## config.mk

```make
export PLATFORM = sky130hd
export DESIGN_NAME = char_spike_gen
export DESIGN_NICKNAME = d
export VERILOG_FILES = /design/src/rtl/char_spike_gen.sv
export SDC_FILE = /design/constraint.sdc
export NUM_CORES = 1
export LEC_CHECK = 0
export CAP_MARGIN = 15
export CORE_MARGIN = 1.5
export CORE_UTILIZATION = 50
export CTS_CLUSTER_SIZE = 25
export DETAILED_ROUTE_END_ITERATION = 6
export GPL_ROUTABILITY_DRIVEN = 1
export HOLD_SLACK_MARGIN = 0.05
export PLACE_DENSITY = 0.72
export SYNTH_ARGS = -nofsm -noshare
export SYNTH_HDL_FRONTEND = slang
export SYNTH_SLANG_ARGS = --single-unit
```

## constraint.sdc

```tcl
create_clock -name clk -period 4 [get_ports clk]
set_input_delay 1.2 -clock clk [delete_from_list [all_inputs] [get_ports clk]]
set_output_delay 1.2 -clock clk [all_outputs]
set_load 0.02 [all_outputs]
```

## src/rtl/char_spike_gen.sv

```systemverilog
// Character stimulus generator: a writable table of pixel patterns driven onto
// NUM_PIX lines from a programmable square-wave carrier, in differential or spike mode.
module char_spike_gen #(
    parameter int NUM_PIX   = 16,
    parameter int NUM_CHARS = 4,
    parameter int DIV_W     = 32,
    localparam int CSEL_W   = $clog2(NUM_CHARS)
) (
    input  logic                clk,
    input  logic                rst_n,
    input  logic                start,
    input  logic                stop,
    input  logic                mode,
    input  logic [CSEL_W-1:0]   char_sel,
    input  logic [DIV_W-1:0]    clk_div,
    input  logic [15:0]         burst_len,
    input  logic                wr_en,
    input  logic [CSEL_W-1:0]   wr_addr,
    input  logic [NUM_PIX-1:0]  wr_data,
    output logic [NUM_PIX-1:0]  pix_out,
    output logic                pix_clk,
    output logic                busy,
    output logic                done,
    output logic [15:0]         period_cnt
);

    typedef enum logic {IDLE, RUN} state_t;

    state_t              state, state_n;
    logic [NUM_PIX-1:0]  tbl [NUM_CHARS];
    logic [DIV_W-1:0]    div_cnt, div_cnt_n, div_lat, div_lat_n;
    logic [15:0]         burst_lat, burst_lat_n, period_cnt_n, pc_inc;
    logic [NUM_PIX-1:0]  pat, pat_n, sel_pat, pix_n;
    logic                phase_n, done_n, spike_n, wrap, burst_end, launch;

    function automatic logic [NUM_PIX-1:0] rst_entry(input int unsigned idx);
        rst_entry = '0;
        if (NUM_PIX == 16) begin
            case (idx)
                0:       rst_entry = NUM_PIX'(16'h9F8F);
                1:       rst_entry = NUM_PIX'(16'h6998);
                2:       rst_entry = NUM_PIX'(16'h9DA9);
                3:       rst_entry = NUM_PIX'(16'h96F9);
                default: rst_entry = '0;
            endcase
        end
    endfunction

    always_ff @(posedge clk or negedge rst_n) begin
        if (!rst_n) begin
            for (int unsigned i = 0; i < NUM_CHARS; i++)
                tbl[CSEL_W'(i)] <= rst_entry(i);
        end else if (wr_en && (32'(wr_addr) < 32'(NUM_CHARS))) begin
            tbl[wr_addr] <= wr_data;
        end
    end

    always_comb begin
        sel_pat = '0;
        if (32'(char_sel) < 32'(NUM_CHARS))
            sel_pat = tbl[char_sel];
    end

    assign launch    = start && !stop;
    assign wrap      = (div_cnt == div_lat);
    assign pc_inc    = (period_cnt == '1) ? period_cnt : period_cnt + 16'd1;
    // A period boundary is the wrap at the end of the low half (carrier 0->1).
    assign burst_end = (state == RUN) && wrap && !pix_clk &&
                       (burst_lat != '0) && (pc_inc == burst_lat);
    assign busy      = (state == RUN);

    always_ff @(posedge clk or negedge rst_n) begin
        if (!rst_n) state <= IDLE;
        else        state <= state_n;
    end

    always_comb begin
        state_n = state;
        case (state)
            IDLE:    if (launch) state_n = RUN;
            RUN:     if (stop || burst_end) state_n = IDLE;
            default: state_n = IDLE;
        endcase
    end

    always_comb begin
        div_cnt_n    = div_cnt;
        div_lat_n    = div_lat;
        burst_lat_n  = burst_lat;
        period_cnt_n = period_cnt;
        pat_n        = pat;
        phase_n      = 1'b0;
        done_n       = 1'b0;
        spike_n      = 1'b0;
        case (state)
            IDLE: begin
                if (launch) begin
                    div_lat_n    = clk_div;
                    burst_lat_n  = burst_len;
                    period_cnt_n = '0;
                    div_cnt_n    = '0;
                    pat_n        = sel_pat;
                    phase_n      = 1'b1;
                    spike_n      = 1'b1;
                end
            end
            RUN: begin
                if (!stop) begin
                    if (!wrap) begin
                        div_cnt_n = div_cnt + 1'b1;
                        phase_n   = pix_clk;
                    end else begin
                        div_cnt_n = '0;
                        if (!pix_clk) begin
                            period_cnt_n = pc_inc;
                            if (burst_end) begin
                                done_n = 1'b1;
                            end else begin
                                pat_n   = sel_pat;
                                phase_n = 1'b1;
                                spike_n = 1'b1;
                            end
                        end
                    end
                end
            end
            default: ;
        endcase
    end

    always_comb begin
        pix_n = '0;
        if (state_n == RUN) begin
            if (mode) pix_n = spike_n ? pat_n : '0;
            else      pix_n = phase_n ? pat_n : ~pat_n;
        end
    end

    always_ff @(posedge clk or negedge rst_n) begin
        if (!rst_n) begin
            div_cnt    <= '0;
            div_lat    <= '0;
            burst_lat  <= '0;
            period_cnt <= '0;
            pat        <= '0;
            pix_clk    <= 1'b0;
            pix_out    <= '0;
            done       <= 1'b0;
        end else begin
            div_cnt    <= div_cnt_n;
            div_lat    <= div_lat_n;
            burst_lat  <= burst_lat_n;
            period_cnt <= period_cnt_n;
            pat        <= pat_n;
            pix_clk    <= phase_n;
            pix_out    <= pix_n;
            done       <= done_n;
        end
    end

endmodule

```

# After elaboration in Yosys (flattened, before gate mapping)
# Cells that the tools add are included.
# Widths: inputs -> output; s select.
[totals]
regBits = 195
word_cells = 84
output_inout_bits = 35
[classes]
add_sub_neg = 2
bitwise_logic = 4
mux = 42
n_reduce_logical = 13
n_lt_le_gt_ge = 3
eq_ne = 7
[ops]
columns = ["operator", "count"]
rows = [
  ["$mux 16", 17],
  ["$mux 32", 3],
  ["$bwmux 64", 1],
  ["$pmux 16 s2", 2],
  ["$pmux 32 s2", 1],
  ["$add 32x1->32 const B", 1],
  ["$bmux 16 s2", 1],
  ["$demux 16 s2", 1],
  ["$eq 32x32->1", 1],
  ["$add 16x1->16 const B", 1],
  ["$eq 16x16->1", 1],
  ["$eq 16x16->1 const B", 1],
  ["$not 16->16", 1],
  ["$reduce_bool 16->1", 1],
  ["$mux 1", 13],
  ["$ge 3x3->1 const B", 2],
  ["$logic_and 1x1->1", 6],
  ["$ne 2x2->1 const B", 3],
  ["$not 2->3", 2],
  ["$pmux 1 s2", 3],
  ["$reduce_and 2->1", 2],
  ["$reduce_and 4->1", 1],
  ["$lt 3x1->1 const B", 1],
  ["$logic_not 1->1", 2],
  ["3 further kinds", 3],
]

# Logic depth before layout (Yosys ltp)
[depth]
ltp_word = 14
ltp_mapped = 14
ltp_nobuf = 9

# Worst setup path before layout
# OpenSTA, ideal clock, no wires.
[synth_timing]
path_kind = "input to register"
startpoint = "input port char_sel[0]"
endpoint = "register pix_out[6]"
required_ns = 3.873
setup_slack_ns = 0.561
t_arrival_ns = 3.312
path_stages = 7
cell_sequence = "clkbuf_1 > buf_1 > mux4_2 > nand2_1 > a31oi_1 > or3_4 > mux2i_1"
[synth_between]
elab_chain_len = 13
elab_cells_between_ends = 15
cone_classes = "13 x mux; 2 x bitwise"
[synth_rtl]
columns = ["item", "line", "text"]
rows = [
  ["start, declared", "14", "input logic [CSEL_W-1:0] char_sel,"],
  ["$not 2->3 (implied by the code) *", "61", "sel_pat = tbl[char_sel];"],
  ["$bmux 16 s2 *", "61", ""],
  ["$mux 16 (implied by the code) * (2 in a row)", "61", ""],
  ["$mux 16", "116", "if (burst_end) begin"],
  ["$mux 16", "114", "if (!pix_clk) begin"],
  ["$mux 16", "109", "if (!wrap) begin"],
  ["$mux 16", "108", "if (!stop) begin"],
  ["$pmux 16 s2 *", "95", "case (state)"],
  ["via pat_n[6]", "33", "logic [NUM_PIX-1:0] pat, pat_n, sel_pat, pix_n;"],
  ["$not 16->16", "135", "else pix_n = phase_n ? pat_n : ~pat_n;"],
  ["$mux 16", "135", ""],
  ["$mux 16 *", "134", "if (mode) pix_n = spike_n ? pat_n : '0;"],
  ["$mux 16 *", "133", "if (state_n == RUN) begin"],
  ["via pix_n[6]", "33", ""],
  ["end signal, assigned", "156", "pix_out <= pix_n;"],
  ["end, declared", "20", "output logic [NUM_PIX-1:0] pix_out,"],
]
# Mark *: on every way through the listed nets, which the timed path passes. The rest lies on a longest branch. The select of a mux whose other input is x is not followed.
# A chain may end at the register's enable or synchronous reset.

# Worst setup path after layout
[layout_timing]
startpoint = "register period_cnt[1]"
endpoint = "register pat[15]"
[layout_between]
elab_chain_len = 9
elab_cells_between_ends = 10
cone_classes = "1 x add/sub; 2 x eq/ne; 6 x mux; 1 x reduce/logical"
[layout_rtl]
columns = ["item", "line", "text"]
rows = [
  ["start, declared", "24", "output logic [15:0] period_cnt"],
  ["start signal, assigned", "153", "period_cnt <= period_cnt_n;"],
  ["$add 16x1->16 / $eq 16x16->1 (equally long branches)", "66", "assign pc_inc = (period_cnt == '1) ? period_cnt : period_cnt + 16'd1;"],
  ["$mux 16 *", "66", ""],
  ["$eq 16x16->1 *", "69", "(burst_lat != '0) && (pc_inc == burst_lat);"],
  ["$logic_and 1x1->1 *", "69", ""],
  ["$mux 16 *", "116", ""],
  ["$mux 16 *", "114", ""],
  ["$mux 16 *", "109", ""],
  ["$mux 16 *", "108", ""],
  ["$pmux 16 s2 *", "95", ""],
  ["via pat_n[15]", "33", ""],
  ["end signal, assigned", "154", "pat <= pat_n;"],
  ["end, declared", "33", ""],
]
# Mark *: on every way through the listed nets, which the timed path passes. The rest lies on a longest branch.

==> results.txt <==
Clock Root Buffer: clkbuf_16
critical path startpoint category: flip-flop
area grow syn2layout: 18.91%
xor-xnor portion of the synthesized cell area: 4.266%
most frequent cells in the layout: nand2_1 (238), dfrtp_1 (158), clkdlybuf4s50_1 (107)
number of warnings issued by yosys: 0
Initial Util: 51.42%
initial DRC count: 678
status: completed
endpoints failing hold: 0
CTS sink cnt: 195
Pwr per Cell Area: 424.0 nW/um^2
final net count: 1220
multiplexer share of the synthesized area: 12.27%
CTS Buf Count: 17
DRT antenna net count: 0
via/cell ratio: 5.859
ANT cells: 0
RePlAce Congestion: 0.9548
Fill cells: 1704
Vert. Die Dim: 147.7 microns
setup TNS: 0 ps
count of port buffers added during placement: 108
worst hold stages: 2
largest family of logic cells by synthesized area: simple AND/OR/NAND/NOR gates
Avg Cell Area, Syn: 9.982 sq um
post-CTS sizing: 0
share of cells above drive strength 1: 20.05%
HPWL Detailed: 18.49 mm
WP data arrival: 3870 ps
worst-path fanout max: 16
DR pass1 iterations: 5
worst slew pin tran: 819.2 ps
post-synthesis async set-or-reset flop share: 100.0%
# DRC: 0
CP Class: reg -> reg
first-pass GRT wire length: 43.96 mm
Tmin final: 3548 ps
Worst slew margin: 45.01%
post-synthesis simple-gate area fraction: 21.70%
Clock transition at path regs: 80 ps
max cap viols: 0
routed vias: 8361
overall die width: 147.7 microns
Seq cells post-synth: 195
IO Pins: 109
antenna violations before repair: 0
Max clock buf depth: 2
core area: 20360 sq um
largest net degree at the start of global routing: 85
Hold WS: 500.0 ps
sequential element share of the synthesized area: 47.04%
period utilization: 88.71%
RSZ-0062 raised after global routing: no
Setup Fix Bufs, Post-CTS: 0
CTS tree: done
CP Capture Type: flip-flop
global route overflow: 0
Reg2Reg Depth: 11
clk_skew: 17.83 ps
Post-Synth Adder-Cell Area: 0.2390%
fmax: 281.8 MHz
Critical Path RT: 4320 ps
Final Total Pwr: 5.280 mW
Main synth FF type: dfrtp_1
Post-synth EDFFs: 0
Util after Layout: 61.15%
H-tree depth: 4
Mapped Cells: 1049
final WL: 26.70 mm
# setup viols final: 0
Hold Buf Count CTS: 0
maximum VDD drop: 321.0 uV
commonest non-fill, non-tap cell in the layout: nand2_1
Compound-Gate Fraction of Synth Area: 10.73%
vias in the first global route: 8161
Yosys cell types: 76
gr usage total: 25.59%
Hold Crit Class: reg -> reg
Leakage: 5.311 nW
Slew Limit Fails: 0
WL/cell: 18.71 microns
clk_lat worst skew: 440 ps
row count: 52
Post-Syn Area: 10470 sq um
Die Footprint: 21820 sq um
Synth Net Count: 1125
per-stage QoR:
step                instances  cell area, sq um  worst slack, ps
global placement         1395             11850            575.1
finish                   1427             12450            451.6
global route             1427             12450            218.0
floorplan                1049             10470            560.9
detailed placement       1395             11850            542.4
CTS                      1427             12450            489.7
worst max-delay path, stage by stage, from the launching register on:
cell	delay (ps)
dfrtp_1	540
ha_1	280
buf_4	180
nand2_1	140
a311oi_1	670
nor3b_1	110
nor3b_1	300
and4b_1	240
buf_4	230
nand3_2	130
a21oi_1	250
mux2_2	360
cell families (layout without fill, tap and decap cells):
family,after synthesis,after routing
AND/OR/NAND/NOR,448,448
flip-flops,195,195
AO/OA/AOI/OAI,174,174
multiplexers,100,100
buffers and inverters,79,187
XOR/XNOR,51,51
adder cells (fa/ha/maj),2,2
sequential cells by signal, indices dropped and copies added, names as in the netlist, 16 cells and up:
signal / flops
tbl: 64
div_cnt: 32
div_lat: 32
burst_lat: 16
pat: 16
period_cnt: 16
pix_out: 16
synthesized netlist by cell type, drive strengths merged (5+ instances only):
cell	n	area (sq um)
mux2	67	754.5
clkbuf	36	135.1
mux4	16	360.4
nand2	238	893.4
or2	5	31.28
xnor2	11	96.34
and4	7	61.31
a22o	5	43.79
mux2i	17	170.2
a211oi	6	55.05
buf	33	220.2
dfrtp	158	3954
xor2	40	350.3
or3	22	182.7
nor3	11	60.06
a31oi	20	125.1
nand4	22	180.2
nor2	41	153.9
dfstp	37	972.2
inv	9	33.78
nor4	35	274.0
a21oi	35	175.2
nand2b	6	37.54
and3	9	56.30
o31ai	9	67.56
nand3	29	167.7
o21ai	63	315.3
power breakdown:
group | leakage (nW) | internal (mW) | switching (mW)
logic | 2.60 | 0.514 | 0.533
registers | 2.42 | 2.30 | 0.211
clock network | 0.293 | 0.875 | 0.851
total | 5.31 | 3.68 | 1.60
final timing paths:
path,from,end,slack (ps)
worst min-delay path,div_lat[3]$_DFFE_PN0P_,div_lat[3]$_DFFE_PN0P_,500
worst min register to register,div_lat[3]$_DFFE_PN0P_,div_lat[3]$_DFFE_PN0P_,500
worst max-delay path,period_cnt[1]$_DFFE_PN0P_,pat[15]$_DFF_PN0_,450
min in group asynchronous,rst_n,period_cnt[11]$_DFFE_PN0P_,820
worst max register to register,period_cnt[1]$_DFFE_PN0P_,pat[15]$_DFF_PN0_,450
max in group asynchronous,rst_n,tbl[46]$_DFFE_PN1P_,2260
metal layers:
| layer | part of all wire, % | track usage, % | wire (microns) | up-vias |
|---|---|---|---|---|
| met3 | 6.3 | 4.815 | 1682 | 29 |
| met2 | 46 | 38.88 | 12200 | 267 |
| li1 | - | - | - | 3932 |
| met5 | 0 | 0 | 0 | - |
| met1 | 46 | 37.55 | 12370 | 4133 |
| met4 | 1.7 | 7.150 | 448 | 0 |
layout make-up:
type	instances	area [sq um]	share of cell area (%)
clock buffer	18	450.4	3.617
clock inverter	14	152.6	1.226
inverter	10	37.54	0.3014
multi-input combinational	775	5172	41.54
sequential	195	4926	39.56
tap	270	337.8	2.713
timing repair buffer	145	1375	11.04
Note: power is estimated with default switching activity, not from simulation.
